$ cat config.mk
export PLATFORM = sky130hd
export DESIGN_NAME = magnetron_ctrl
export DESIGN_NICKNAME = d
export VERILOG_FILES = /design/src/rtl/magnetron_pkg.sv /design/src/rtl/magnetron_ctrl_tick_prescaler.sv /design/src/rtl/magnetron_ctrl.sv
export SDC_FILE = /design/constraint.sdc
export NUM_CORES = 1
export LEC_CHECK = 0
export BUFFER_PORTS_ARGS = -buffer_cell sky130_fd_sc_hd__buf_2
export CORE_MARGIN = 1
export CORE_UTILIZATION = 60
export CTS_BUF_LIST = sky130_fd_sc_hd__clkbuf_8
export CTS_CLUSTER_DIAMETER = 120
export DETAILED_ROUTE_END_ITERATION = 12
export HOLD_SLACK_MARGIN = 0.08
export PLACE_DENSITY = 0.93
export SYNTH_ARGS = -nofsm -noshare
export SYNTH_HDL_FRONTEND = slang
export SYNTH_SLANG_ARGS = --single-unit
$ cat constraint.sdc
create_clock -name clk -period 8.4 [get_ports clk]
set_clock_uncertainty 0.1 [all_clocks]
set_input_delay 1.26 -clock clk [delete_from_list [all_inputs] [get_ports clk]]
set_output_delay 1.26 -clock clk [all_outputs]
set_load 0.01 [all_outputs]
$ cat src/rtl/magnetron_pkg.sv
// Shared state encoding and power-level helpers for the magnetron controller.
package magnetron_pkg;

    localparam logic [1:0] ST_IDLE  = 2'd0;
    localparam logic [1:0] ST_COOK  = 2'd1;
    localparam logic [1:0] ST_PAUSE = 2'd2;
    localparam logic [1:0] ST_DONE  = 2'd3;

    localparam int DUTY_SLOTS = 10;
    localparam int MAX_POWER  = 10;

    // Keypad values above full power are treated as full power.
    function automatic logic [3:0] sat_power(input logic [3:0] lvl);
        return (lvl > 4'(MAX_POWER)) ? 4'(MAX_POWER) : lvl;
    endfunction

endpackage

$ cat src/rtl/magnetron_ctrl_tick_prescaler.sv
// Divides clk down to a one-cycle tick every TICK_DIV enabled cycles.
// The count is held while disabled so a paused cook resumes mid-second.
module tick_prescaler #(
    parameter int TICK_DIV = 50_000_000
) (
    input  logic clk,
    input  logic rst_n,
    input  logic en,
    input  logic clr,
    output logic tick
);

    localparam int CNT_W = (TICK_DIV > 2) ? $clog2(TICK_DIV) : 1;
    localparam logic [CNT_W-1:0] LAST = CNT_W'(TICK_DIV - 1);

    logic [CNT_W-1:0] count;

    always_ff @(posedge clk or negedge rst_n) begin
        if (!rst_n) begin
            count <= '0;
        end else if (clr) begin
            count <= '0;
        end else if (en) begin
            count <= (count == LAST) ? '0 : count + 1'b1;
        end
    end

    // Tick is independent of clr so the controller can derive clr from its next-state logic.
    assign tick = en & (count == LAST);

endmodule

$ cat src/rtl/magnetron_ctrl.sv
// Magnetron sequencer: cook countdown, door interlock, power duty cycling.
// Optional done beep is built when DONE_BEEP_EN is defined.
//
// state | meaning
// IDLE  | waiting for start with door shut and non-zero time
// COOK  | counting down, magnetron duty-cycled by power level
// PAUSE | countdown, duty slot and prescaler frozen
// DONE  | countdown expired, waiting for acknowledge
module magnetron_ctrl
    import magnetron_pkg::*;
#(
    parameter int TICK_DIV  = 50_000_000,
    parameter int TIME_W    = 13
`ifdef DONE_BEEP_EN
    ,
    parameter int BEEP_SECS = 3
`endif
) (
    input  logic              clk,
    input  logic              rst_n,
    input  logic              start,
    input  logic              stop_clear,
    input  logic              door_closed,
    input  logic [TIME_W-1:0] time_load,
    input  logic [3:0]        power_lvl,
    output logic              magnetron_on,
    output logic              cooking,
    output logic              done,
    output logic [TIME_W-1:0] time_left
`ifdef DONE_BEEP_EN
    ,
    output logic              beep
`endif
);

    logic [1:0]        state;
    logic [1:0]        state_nx;
    logic [TIME_W-1:0] time_nx;
    logic [3:0]        duty;
    logic [3:0]        duty_nx;
    logic [3:0]        pwr;
    logic              mag_q;
    logic              door_q;
    logic              tick;
    logic              pre_en;
    logic              pre_clr;

    assign pwr = sat_power(power_lvl);

    // Prescaler runs only in an uninterrupted COOK cycle, so a pause freezes it mid-second.
`ifdef DONE_BEEP_EN
    assign pre_en = ((state == ST_COOK) & door_closed & ~stop_clear) | (state == ST_DONE);
`else
    assign pre_en = (state == ST_COOK) & door_closed & ~stop_clear;
`endif

    tick_prescaler #(
        .TICK_DIV (TICK_DIV)
    ) u_prescaler (
        .clk   (clk),
        .rst_n (rst_n),
        .en    (pre_en),
        .clr   (pre_clr),
        .tick  (tick)
    );

    always_comb begin
        state_nx = state;
        time_nx  = time_left;
        duty_nx  = duty;
        pre_clr  = 1'b0;
        case (state)
            ST_IDLE: begin
                if (!stop_clear && start && door_closed && (time_load != '0)) begin
                    state_nx = ST_COOK;
                    time_nx  = time_load;
                    duty_nx  = 4'd0;
                    pre_clr  = 1'b1;
                end
            end
            ST_COOK: begin
                if (stop_clear || !door_closed) begin
                    state_nx = ST_PAUSE;
                end else if (tick) begin
                    duty_nx = (duty == 4'(DUTY_SLOTS - 1)) ? 4'd0 : duty + 4'd1;
                    if (time_left <= TIME_W'(1)) begin
                        state_nx = ST_DONE;
                        time_nx  = '0;
                    end else begin
                        time_nx = time_left - 1'b1;
                    end
                end
            end
            ST_PAUSE: begin
                if (stop_clear) begin
                    state_nx = ST_IDLE;
                    time_nx  = '0;
                end else if (start && door_closed) begin
                    state_nx = ST_COOK;
                end
            end
            ST_DONE: begin
                if (stop_clear || start || (door_q && !door_closed)) begin
                    state_nx = ST_IDLE;
                end
            end
            default: begin
                state_nx = ST_IDLE;
                time_nx  = '0;
            end
        endcase
    end

    always_ff @(posedge clk or negedge rst_n) begin
        if (!rst_n) begin
            state     <= ST_IDLE;
            time_left <= '0;
            duty      <= 4'd0;
            mag_q     <= 1'b0;
            cooking   <= 1'b0;
            done      <= 1'b0;
            door_q    <= 1'b0;
        end else begin
            state     <= state_nx;
            time_left <= time_nx;
            duty      <= duty_nx;
            mag_q     <= (state_nx == ST_COOK) && (duty_nx < pwr);
            cooking   <= (state_nx == ST_COOK);
            done      <= (state_nx == ST_DONE);
            door_q    <= door_closed;
        end
    end

    // Door term bypasses the register so an opened door kills the drive in the same cycle.
    assign magnetron_on = mag_q & door_closed;

`ifdef DONE_BEEP_EN
    localparam int BEEP_W = $clog2(BEEP_SECS + 1);

    logic [BEEP_W-1:0] beep_cnt;

    always_ff @(posedge clk or negedge rst_n) begin
        if (!rst_n) begin
            beep_cnt <= '0;
            beep     <= 1'b0;
        end else if ((state != ST_DONE) && (state_nx == ST_DONE)) begin
            beep_cnt <= BEEP_W'(BEEP_SECS);
            beep     <= (BEEP_SECS != 0);
        end else if (state_nx != ST_DONE) begin
            beep_cnt <= '0;
            beep     <= 1'b0;
        end else if (tick && (beep_cnt != '0)) begin
            beep_cnt <= beep_cnt - 1'b1;
            if (beep_cnt == BEEP_W'(1)) begin
                beep <= 1'b0;
            end
        end
    end
`endif

endmodule

# Yosys cells after proc, flatten, opt, wreduce, memory -nomap -nowiden

Cells that the tools add are included.

Word-level logic and storage cells: 71
Input port bits: 22
Bits in registers: 49
Output and inout bits: 16

$lt $le $gt $ge: 3
Equal/unequal tests: 11
$add $sub $neg: 3
Bitwise gates (word level): 5
Reduce and logical (&&, ||, !) cells: 16
Mux-type cells: 25

Operator list:

| kind                                                                    | count |
|---|---|
| 26-bit 2-to-1 mux                                                       | 3 |
| 13-bit 2-to-1 mux                                                       | 5 |
| 13-bit case mux with 3 select lines                                     | 1 |
| 26-bit by 1-bit adder with 26-bit output (second input constant)        | 1 |
| 26-bit equality test (second input constant)                            | 1 |
| 4-bit 2-to-1 mux                                                        | 5 |
| 2-bit 2-to-1 mux                                                        | 7 |
| 13-bit by 1-bit <= comparator with 1-bit output (second input constant) | 1 |
| 13-bit nonzero test                                                     | 1 |
| 13-bit by 1-bit subtractor with 13-bit output (second input constant)   | 1 |
| 2-bit != test (second input constant)                                   | 4 |
| 2-bit case mux with 4 select lines                                      | 1 |
| 4-bit case mux with 2 select lines                                      | 1 |
| 2-bit equality test (second input constant)                             | 3 |
| 1-bit logical AND                                                       | 6 |
| 5-bit AND reduction                                                     | 1 |
| 4-bit by 1-bit adder with 4-bit output (second input constant)          | 1 |
| 1-bit AND                                                               | 4 |
| 2-bit by 1-bit equality test with 1-bit output (second input constant)  | 2 |
| 4-bit equality test (second input constant)                             | 1 |
| 4-bit > comparator (second input constant)                              | 1 |
| 4-bit < comparator                                                      | 1 |
| 1-bit logical OR                                                        | 3 |
| 3-bit nonzero test                                                      | 1 |
| other kinds (5)                                                         | 7 |

# Longest topological paths before layout

Gate-level depths: netlist (run 1).

Depth after elaboration: 9
Gate-level depth with buffers: 13

# By module

A second synthesis (run 1) with hierarchy kept.

Cells, all modules: 368
Area, all modules: 3206.8 um^2

Modules (own cells, without submodules):

| module         | times used | area an instance (um^2) | sequential area each (um^2) | cells each |
|---|---|---|---|---|
| magnetron_ctrl | 1          | 1655.3                  | 575.6                       | 195 |
| tick_prescaler | 1          | 1551.5                  | 650.6                       | 173 |

# Least setup slack after synthesis (run 1)

Ideal clock, no wire load.

Path type: input to register
Start point: in door_closed
End point: reg mag_q
Required time: 8234 ps
Arrival time: 3290 ps
Library setup time: 66 ps
Slack: 4944 ps
Stages: 11
Buffers on the path: 1
Cell sequence: nor2b_1 > nand3_1 > nor2_1 > clkbuf_1 > o2111ai_1 > o211ai_1 > o21ai_0 > ha_1 > a21o_1 > a21oi_1 > o311a_1

Cells in the longest elaborated chain, start to end: 8

Ends and longest elaborated chain:

| what                                 | line                                | text |
|---|---|---|
| start, declared                      | magnetron_ctrl.sv:23                | `input logic door_closed,` |
| 1-bit AND (2 in a row)               | magnetron_ctrl.sv:54                | `assign pre_en = (state == ST_COOK) & door_closed & ~stop_clear;` |
| 1-bit AND                            | magnetron_ctrl_tick_prescaler.sv:29 | `assign tick = en & (count == LAST);` |
| 4-bit 2-to-1 mux                     | magnetron_ctrl.sv:84                | `end else if (tick) begin` |
| 4-bit 2-to-1 mux                     | magnetron_ctrl.sv:82                | `if (stop_clear \|\| !door_closed) begin` |
| 4-bit case mux with 2 select lines * | magnetron_ctrl.sv:72                | `case (state)` |
| net duty_nx[2]                       | magnetron_ctrl.sv:40                | `logic [3:0] duty_nx;` |
| 4-bit < comparator *                 | magnetron_ctrl.sv:127               | `mag_q <= (state_nx == ST_COOK) && (duty_nx < pwr);` |
| 1-bit logical AND *                  | magnetron_ctrl.sv:127               |  |
| end signal, assigned                 | magnetron_ctrl.sv:127               |  |
| end, declared                        | magnetron_ctrl.sv:42                | `logic mag_q;` |

The timed path passes the listed nets; every way through them passes the cells marked *.
A chain may end at the register's enable or synchronous reset.

# Worst setup path after layout (run 1)

Ends and elaborated chain as after synthesis.

==> results.ini, run 1 <==
[floorplanning]
row_count=25
die_area_mm2=0.005485
die_w_um=74.06
start_util_pct=64.26
fp.dieH_um=74.06
top_level_ports=38
fp.coreArea_mm2=0.004848

[global_routing]
grt.met2_usage_pct=46.06
grt_pass1_vias=2609
grtUsageMet3_pct=5.420
antenna_found_initial=0
grtUsageMet1_pct=38.10
grt_max_degree=50
top_usage_layer=met2
grt-ovfl-total=0
grt_use_total_pct=28.41
grt_pass1_wl_mm=11.90

[cts]
worstSkewPairLatency_ps=310
clock-sinks=49
cts_root_buf=clkbuf_8
postCtsSetupRepairBufs=0
cts_max_level=2
cts_buffers=5
tritoncts=yes
cts-resized-gates=0
clk_pin_slew_worst_paths_ps=90
clockBufferDepth=2
hold_buffers=0

[synth]
netlist_top_cells_count=49 x dfrtp_1, 43 x nor2_1, 33 x a21oi_1
synthCells=362
synth_edf_count=0
synth_top_cell_area_share_pct=39.36
yosys-top-cells-area=dfrtp_1 39%, a21oi_1 5.3%, nor2_1 5.2%, ha_1 4.8%, o21ai_0 4.2%
synth_flop_cell=dfrtp_1
synth_seq_cells=49
synth_nets=396
synth.most_common_cell=dfrtp_1
syn_area_mm2=0.003115
synth.distinct_cells=56
avgSynthCellArea_um2=8.606
ys_warn_count=0
yosys.area.top_type=dfrtp_1
async_flop_share_pct=100.0
synth-seq-area-share_pct=39.36

[cells_and_area]
final_cells=460
design_area_mm2=0.003395
antenna_cells=0
drive_above_1_share_pct=13.49
fill_cells=383
num-nets-final=426
areaGrowthSynthToFinish_pct=8.956

[timing]
slew_violations=0
rsz0062_at_grt=no
post-route-period-util_pct=46.33
setup_tns_ps=0
maxSlewHeadroom_pct=29.99
fmax_ghz=0.2569
finalHoldViolations=0
tightest_slew_ps=1050
setup-violations-final=0
fin_crit_ps=3892

[placement]
place_congestion=0.9751
io_buffer_count=37
hpwl_mm=5.321
placed_cells=452
dpl_cell_area_mm2=0.003311

[setup_path]
path_class=in -> reg
start_kind=input pin
cp_max_fo=14
cp.arrival_ps=4040
critPathRequiredTime_ps=8550
end_kind=register

[route]
vias=2933
routed_wirelength_mm=7.258
first_iter_violations=311
dr.pass1.iters=6
postRouteAntennaNets=0
drc_errors=0
avgViaCountPerCell=6.376
post_drt_wl_per_cell_um=15.78

[job]
cap_viol_max_count=0

[outcome]
status=complete, no violations

[pwr]
leakagePower_nw=1.478
finalPower_w=0.0008523
power_density_mw_per_mm2=251.1
peakVddDrop_v=0.0001893

[hold_path]
hp-class=reg -> reg

through the flow:
stage	worst slack [ps]	hold WS, ps	util, %
floorplan	4944	361.9	-
global placement	4416	391.9	68.28
detailed placement	4257	398.8	68.28
CTS	4586	412.0	70.01
global route	4295	437.2	70.01
finish	4508	419.1	70.01
state kept, by name (all words and copies together), names as in the netlist:
signal / flops
time_left: 13
done: 1
state: 2
door_q: 1
cooking: 1
mag_q: 1
u_prescaler.count: 26
duty: 4
power breakdown:
group / total (W) / internal, W / switching [W] / leakage (nW)
Combinational: 0.000388 / 0.000138 / 0.000250 / 0.774
Clock: 0.000134 / 0.0000566 / 0.0000775 / 0.0467
Sequential: 0.000330 / 0.000280 / 0.0000497 / 0.657
worst max-delay path, cell delays in order:
cell and delay [ps]:
buf_2 140, nor2b_1 400, nand3_1 200, nor2_1 710, inv_1 180, o211ai_1 200, o21ai_0 150, ha_1 340
a21o_1 160, a21oi_1 130, o311a_1 160
per-layer routing:
layer,part of all wire [%],vias up
li1,-,1396
met1,44,1397
met5,0,-
met4,2.0,0
met3,6.5,21
met2,47,119
logic make-up (layout without fill, tap and decap cells):
| logic type | after synthesis | count (layout) | synth area share (%) |
|---|---|---|---|
| XOR/XNOR | 12 | 12 | 3.373 |
| AND/OR/NAND/NOR | 153 | 153 | 26.51 |
| adder cells (fa/ha/maj) | 12 | 12 | 4.819 |
| AO/OA/AOI/OAI | 111 | 111 | 22.25 |
| flip-flops | 49 | 49 | 39.36 |
| buffers and inverters | 25 | 56 | 3.695 |
final cells by class:
type	instances	area, um^2	share of cell area, %
multi-input combinational	288	1774	52.27
sequential	49	1226	36.12
timing repair buffer	37	185.2	5.455
tap	67	83.83	2.470
clock buffer	5	68.82	2.027
inverter	11	41.29	1.216
clock inverter	3	15.01	0.4423
cells in the final DEF, fill, tap and decap left out, types with 2 or more instances in the layout:
master and instances:
dfrtp_1 49, a211oi_1 4, nor2b_1 3, a32oi_1 6
nor2_1 43, a31oi_1 3, xor2_1 4, and3_1 4
o21ai_1 12, nor4b_1 3, or4_1 2, nor3_1 17
buf_2 37, o31ai_1 2, or3_1 4, a21oi_1 33
nor3b_1 4, nor4_1 8, o21ai_0 26, clkbuf_8 5
nand4_1 7, xnor2_1 8, o211ai_1 3, and2_1 5
inv_1 13, a311oi_1 2, nand3b_1 2, nand3_2 2
and4_1 2, nand3_1 10, nand2_1 24, ha_1 12
a22oi_1 2, a21o_1 3, nand2b_1 8
final timing paths:
| check | startpoint | to | slack, ps | cells past startpoint |
|---|---|---|---|---|
| max | door_closed | mag_q$_DFF_PN0_ | 4510 | 11 |
| min | duty[3]$_DFF_PN0_ | duty[3]$_DFF_PN0_ | 420 | 1 |
| max reg2reg | u_prescaler.count[0]$_DFFE_PN0P_ | mag_q$_DFF_PN0_ | 4820 | 10 |
| min reg2reg | duty[3]$_DFF_PN0_ | duty[3]$_DFF_PN0_ | 420 | 1 |
| max in group asynchronous | rst_n | u_prescaler.count[21]$_DFFE_PN0P_ | 6510 | 1 |
| min in group asynchronous | rst_n | time_left[12]$_DFFE_PN0P_ | 1040 | 1 |
(Power assumes the default switching activity.)
==> run 2: changes to the inputs <==
--- a/config.mk
+++ b/config.mk
@@ -5,14 +5,15 @@
 export SDC_FILE = /design/constraint.sdc
 export NUM_CORES = 1
 export LEC_CHECK = 0
+export ABC_AREA = 1
 export BUFFER_PORTS_ARGS = -buffer_cell sky130_fd_sc_hd__buf_2
 export CORE_MARGIN = 1
-export CORE_UTILIZATION = 60
+export CORE_UTILIZATION = 55
 export CTS_BUF_LIST = sky130_fd_sc_hd__clkbuf_8
 export CTS_CLUSTER_DIAMETER = 120
 export DETAILED_ROUTE_END_ITERATION = 12
 export HOLD_SLACK_MARGIN = 0.08
-export PLACE_DENSITY = 0.93
+export PLACE_DENSITY = 0.9
 export SYNTH_ARGS = -nofsm -noshare
 export SYNTH_HDL_FRONTEND = slang
 export SYNTH_SLANG_ARGS = --single-unit
==> constraint.sdc (replaced) <==
create_clock -name clk -period 3.3 [get_ports clk]
set_clock_uncertainty 0.1 [all_clocks]
set_input_delay 0.495 -clock clk [delete_from_list [all_inputs] [get_ports clk]]
set_output_delay 0.495 -clock clk [all_outputs]
set_load 0.01 [all_outputs]
==> run 2 against run 1 <==
  * Setup slack worse by 3700 ps
  * First-iteration DRC count is 35% lower
  * Total power grew to 3.1 times the previous value
  * Combinational power grew to 3.0 times the previous value
  * Synthesized cell count is 29% higher
  * Wire length is 3.3% higher
  * Synthesized area is 11% higher
  * Count of clock-buffer cells in the layout stayed put
  * Cell area is 13% higher
  * Global-route usage is 4.0 points lower
==> results.ini, run 2 <==
[outcome]
status=complete, no violations

[setup_path]
path_class=reg -> reg
reg2reg_slack_ps=760
crit_start=state[1]$_DFF_PN0_
critPathRequiredTime_ps=3430
crit_end=mag_q$_DFF_PN0_
cp.arrival_ps=2670
rr_endpoint=mag_q$_DFF_PN0_
end_kind=register
r2r_start=state[1]$_DFF_PN0_
rr_worst_depth=14
start_kind=register
cp_max_fo=5

[cts]
hold_buffers=0
worstSkewPairLatency_ps=300
tritoncts=yes
clockBufferDepth=2
cts_max_level=2
clock-sinks=49
cts-resized-gates=0
clk_pin_slew_worst_paths_ps=90
cts_buffers=5
postCtsSetupRepairBufs=0
cts_root_buf=clkbuf_8

[synth]
netlist_top_cells_count=93 x nand2_1, 68 x inv_1, 53 x nor2_1
ys_warn_count=0
synth_top_cell_area_share_pct=35.51
synthXorXnorAreaFrac_pct=4.312
synth_top_family_by_area=simple AND/OR/NAND/NOR gates
synth.distinct_cells=40
synth_nets=501
muxShareOfSynthArea_pct=0
syn_area_mm2=0.003453
synth-seq-area-share_pct=35.51
synth_flop_cell=dfrtp_1
yosys.area_share.simple_pct=33.59
synth_edf_count=0
avgSynthCellArea_um2=7.395
async_flop_share_pct=100.0
synthCells=467
synth_seq_cells=49
yosys-top-cells-area=dfrtp_1 36%, nand2_1 10%, inv_1 7.4%, nor2_1 5.8%, ha_1 4.3%
synth_compound_area_share_pct=12.03
synthAdderAreaFrac_pct=4.348
synth.most_common_cell=nand2_1
yosys.area.top_type=dfrtp_1

[global_routing]
grt_pass1_vias=2956
grt_pass1_wl_mm=12.70
antenna_found_initial=0
grt_use_total_pct=24.45
grt_max_degree=35
grt-ovfl-total=0

[placement]
hpwl_mm=5.731
place_congestion=0.9515
io_buffer_count=37
dpl_cell_area_mm2=0.003694
pre_cts_ws_ps=771.7

[cells_and_area]
final_cell_mix=93 x nand2_1, 68 x inv_1, 53 x nor2_1
largest_register_ffs=26
areaGrowthSynthToFinish_pct=10.83
antenna_cells=0
top_register=u_prescaler.count
num-nets-final=540
largest_registers=u_prescaler.count x26, time_left x13, duty x4
utilization_pct=63.89
drive_above_1_share_pct=19.13
final_common_cell=nand2_1
fill_cells=484
design_area_mm2=0.003827

[job]
cap_viol_max_count=0

[timing]
tightest_slew_ps=748.2
fmax_ghz=0.3937
setup_tns_ps=0
rsz0062_at_grt=no
maxSlewHeadroom_pct=50.12
setup-violations-final=0
fin_crit_ps=2540
post-route-period-util_pct=76.97
finalHoldViolations=0
slew_violations=0
layout_setup_ws_ps=760.1

[route]
drc_errors=0
postRouteAntennaNets=0
post_drt_wl_per_cell_um=12.89
routed_wirelength_mm=7.500
dr.pass1.iters=5
first_iter_violations=202
avgViaCountPerCell=5.488
vias=3194

[pwr]
leakagePower_nw=1.939
peakVddDrop_v=0.0005471
power_density_mw_per_mm2=682.9
finalPower_w=0.002614

[floorplanning]
start_util_pct=57.64
top_level_ports=38
die_area_mm2=0.006600
fp.dieH_um=81.24
die_w_um=81.24
fp.coreArea_mm2=0.005991
row_count=28

[hold_path]
hp-class=in -> async

## run 2: per-layer routing
metal  share of wire, %  track usage (%)
met2                 49            42.61
met5                  0                0
met4                1.7            7.679
met1                 43            31.25
met3                5.6            3.258
## run 2: layout make-up
type | instances | area, um^2 | area share [%]
multi-input cells | 331 | 1874 | 48.97
flip-flops and latches | 49 | 1226 | 32.04
inverters | 81 | 306.5 | 8.009
repair buffers | 38 | 192.7 | 5.034
well taps | 75 | 93.84 | 2.452
clock buffers | 5 | 68.82 | 1.798
clock inverters | 3 | 65.06 | 1.700
## run 2: kinds of logic after synthesis
family | Yosys count
buffers and inverters | 87
and+or+nand+nor | 229
xor gates and xnor gates | 17
AOI/OAI and AO/OA | 73
DFF | 49
adders and majority gates | 12
## run 2: worst min-delay path by stage
stage / start / endpoint / slack [ps] / depth (start not counted)
after CTS: rst_n / u_prescaler.count[12]$_DFFE_PN0P_ / 190 / 1
after detailed placement: u_prescaler.count[0]$_DFFE_PN0P_ / u_prescaler.count[0]$_DFFE_PN0P_ / 410 / 1
after global placement: u_prescaler.count[0]$_DFFE_PN0P_ / u_prescaler.count[0]$_DFFE_PN0P_ / 400 / 1
final: rst_n / u_prescaler.count[12]$_DFFE_PN0P_ / 150 / 1
after floorplan: rst_n / cooking$_DFF_PN0_ / 100 / 0
after global routing: rst_n / time_left[3]$_DFFE_PN0P_ / 230 / 1
## run 2: report_power, final
group | total (W) | internal (W) | switching [W] | leakage, nW
clock | 0.000504 | 0.000301 | 0.000203 | 0.0681
combinational | 0.00118 | 0.000401 | 0.000780 | 1.23
sequential | 0.000928 | 0.000761 | 0.000167 | 0.645
total | 0.00261 | 0.00146 | 0.00115 | 1.94
## run 2: worst max-delay path, cell delays in order (launching register included)
cell and delay [ps]:
dfrtp_1 430, inv_1 100, ha_1 240, inv_1 120, nor2_4 200, nand3_4 110
clkinv_2 90, nand2_1 60, xor2_1 130, inv_1 50, o22ai_1 150, ha_1 280
a21oi_1 170, nand4_2 120, a21oi_2 110
## run 2: metrics by stage
step | hold WS [ps] | std cells
2_1_floorplan | 99.41 | 467
3_3_place_gp | 400.9 | 574
3_5_place_dp | 406.2 | 574
4_1_cts | 185.2 | 582
5_1_grt | 228.1 | 582
6_report | 154.3 | 582
==> run 3: changes to the inputs <==
==> constraint.sdc (replaced) <==
create_clock -name clk -period 2.2 [get_ports clk]
set_clock_uncertainty 0.1 [all_clocks]
set_input_delay 0.33 -clock clk [delete_from_list [all_inputs] [get_ports clk]]
set_output_delay 0.33 -clock clk [all_outputs]
set_load 0.01 [all_outputs]
==> run 3 against run 2 <==
  * The run now ends with setup timing left
  * Cell area up 10%
  * Combinational power is 81% higher
  * Via count increased by 10%
  * Critical path type unchanged
  * Critical endpoint unchanged
  * Largest cell class unchanged
==> results.ini, run 3 (same netlist as run 2, synthesis figures left out) <==
[route]
postRouteAntennaNets=0
routed_wirelength_mm=9.107
post_drt_wl_per_cell_um=14.50
first_iter_violations=311
vias=3529
drc_errors=0
dr.pass1.iters=5
avgViaCountPerCell=5.619

[cts]
worstSkewPairLatency_ps=300
cts_max_level=2
cts_buffers=5
clock-sinks=49
cts_root_buf=clkbuf_8
tritoncts=yes
clk_pin_slew_worst_paths_ps=90
clockBufferDepth=2

[cells_and_area]
final_cell_mix=92 x nand2_1, 68 x inv_1, 50 x nor2_1
antenna_cells=0
largest_registers=u_prescaler.count x26, time_left x13, duty x4
largest_register_ffs=26
final_common_cell=nand2_1
top_register=u_prescaler.count
areaGrowthSynthToFinish_pct=22.14
design_area_mm2=0.004218
num-nets-final=586
fill_cells=433
final_cells=628
drive_above_1_share_pct=27.85

[outcome]
violations=setup timing
status=finished with violations

[timing]
fin_crit_ps=2333
post-route-period-util_pct=106.0
tightest_slew_ps=564.4
fmax_ghz=0.4287
timing.hold.ws_ps=96.00
maxSlewHeadroom_pct=62.37
slew_violations=0
setup_tns_ps=-132.7
layout_setup_ws_ps=-132.7
rsz0062_at_grt=yes
finalHoldViolations=0
setup-violations-final=1

[setup_path]
start_kind=register
end_kind=register
cp_cell_sequence=ha_2, nand2_4, nor2_4, nand2_2, nor2_4, buf_4, nand2_1, o21ai_2, o22ai_2, ha_1, a21oi_2, nand4_2, a21oi_2
cp_max_fo=2
crit_start=u_prescaler.count[1]$_DFFE_PN0P_
rr_worst_depth=13
worstPathBufferInverterCount=1
cp_top_family=simple AND/OR/NAND/NOR gates
cp_slowest_cell=dfrtp_1
path_class=reg -> reg
r2r_start=u_prescaler.count[1]$_DFFE_PN0P_
critPathRequiredTime_ps=2340
reg2reg_slack_ps=-130
rr_endpoint=mag_q$_DFF_PN0_
slowest_delay_ps=380
cp.arrival_ps=2470

[floorplanning]
die_area_mm2=0.006600
die_w_um=81.24
fp.coreArea_mm2=0.005991
top_level_ports=38
fp.dieH_um=81.24
start_util_pct=57.64
row_count=28

[global_routing]
grt_max_degree=26
grt-ovfl-total=0
grt_pass1_vias=3283
antenna_found_initial=0
grt_use_total_pct=28.54
grt_pass1_wl_mm=14.62

[hold_path]
hp-start=door_closed
hold-path-endpoint=door_q$_DFF_PN0_
hp-class=in -> reg
whs_path_depth=1

[pwr]
power.switching_w=0.001849
power_frac_seq_pct=33.2
comb_power_share_pct=52.4
peakVddDrop_v=0.0007542
p_clk_share_pct=14.4
leakagePower_nw=2.206
internal-power_w=0.002236
p_sw_share_pct=45.27
power_density_mw_per_mm2=968.6

[placement]
place_congestion=0.9653
placed_cells=604
dpl_cell_area_mm2=0.003940
hpwl_mm=6.379
pre_cts_ws_ps=-113.8
io_buffer_count=37

[job]
cap_viol_max_count=0

[run 3: per-stage QoR]
step,util [%],total power [W]
5_1_grt,70.41,0.004351
3_5_place_dp,65.77,0.003348
4_1_cts,68.92,0.003990
6_report,70.41,0.004085
2_1_floorplan,-,0.002738
3_3_place_gp,65.77,0.003266
[run 3: worst max-delay path by stage]
stage                     cells past startpoint               to  slack, ps
after floorplan                              15  mag_q$_DFF_PN0_        -50
after global placement                       12  mag_q$_DFF_PN0_          9
after detailed placement                     12  mag_q$_DFF_PN0_       -110
after CTS                                    15  mag_q$_DFF_PN0_        -40
after global routing                         13  mag_q$_DFF_PN0_       -220
final                                        13  mag_q$_DFF_PN0_       -130
[run 3: routing by layer]
layer / up-vias / GRT usage, % / part of all wire, %
met5: - / 0 / 0
met4: 0 / 10.18 / 3.6
met3: 37 / 4.494 / 6.1
met2: 183 / 49.92 / 49
met1: 1638 / 35.42 / 41
li1: 1671 / - / -
[run 3: repair_timing]
item,in CTS,in global routing
hold buffers,1,0
setup buffers,9,8
hold endpoints to repair,23,0
setup endpoints to repair,1,3
resized for setup,4,10
gates cloned,0,0
pin swaps,6,11
[run 3: final cells by class]
class | instances | area, um^2 | share of cell area [%]
Timing Repair Buffer | 84 | 540.5 | 12.82
Multi-Input combinational cell | 331 | 1943 | 46.07
Clock buffer | 7 | 96.34 | 2.284
Sequential cell | 49 | 1226 | 29.07
Tap cell | 75 | 93.84 | 2.225
Clock inverter | 1 | 5.005 | 0.1187
Inverter | 81 | 312.8 | 7.416
[run 3: power groups by stage]
stage	clock network, W	registers (W)	logic [W]
2_1_floorplan	0	0.00140	0.00134
3_3_place_gp	0	0.00134	0.00193
3_5_place_dp	0	0.00135	0.00200
4_1_cts	0.000595	0.00134	0.00206
5_1_grt	0.000625	0.00138	0.00234
6_report	0.000586	0.00136	0.00214
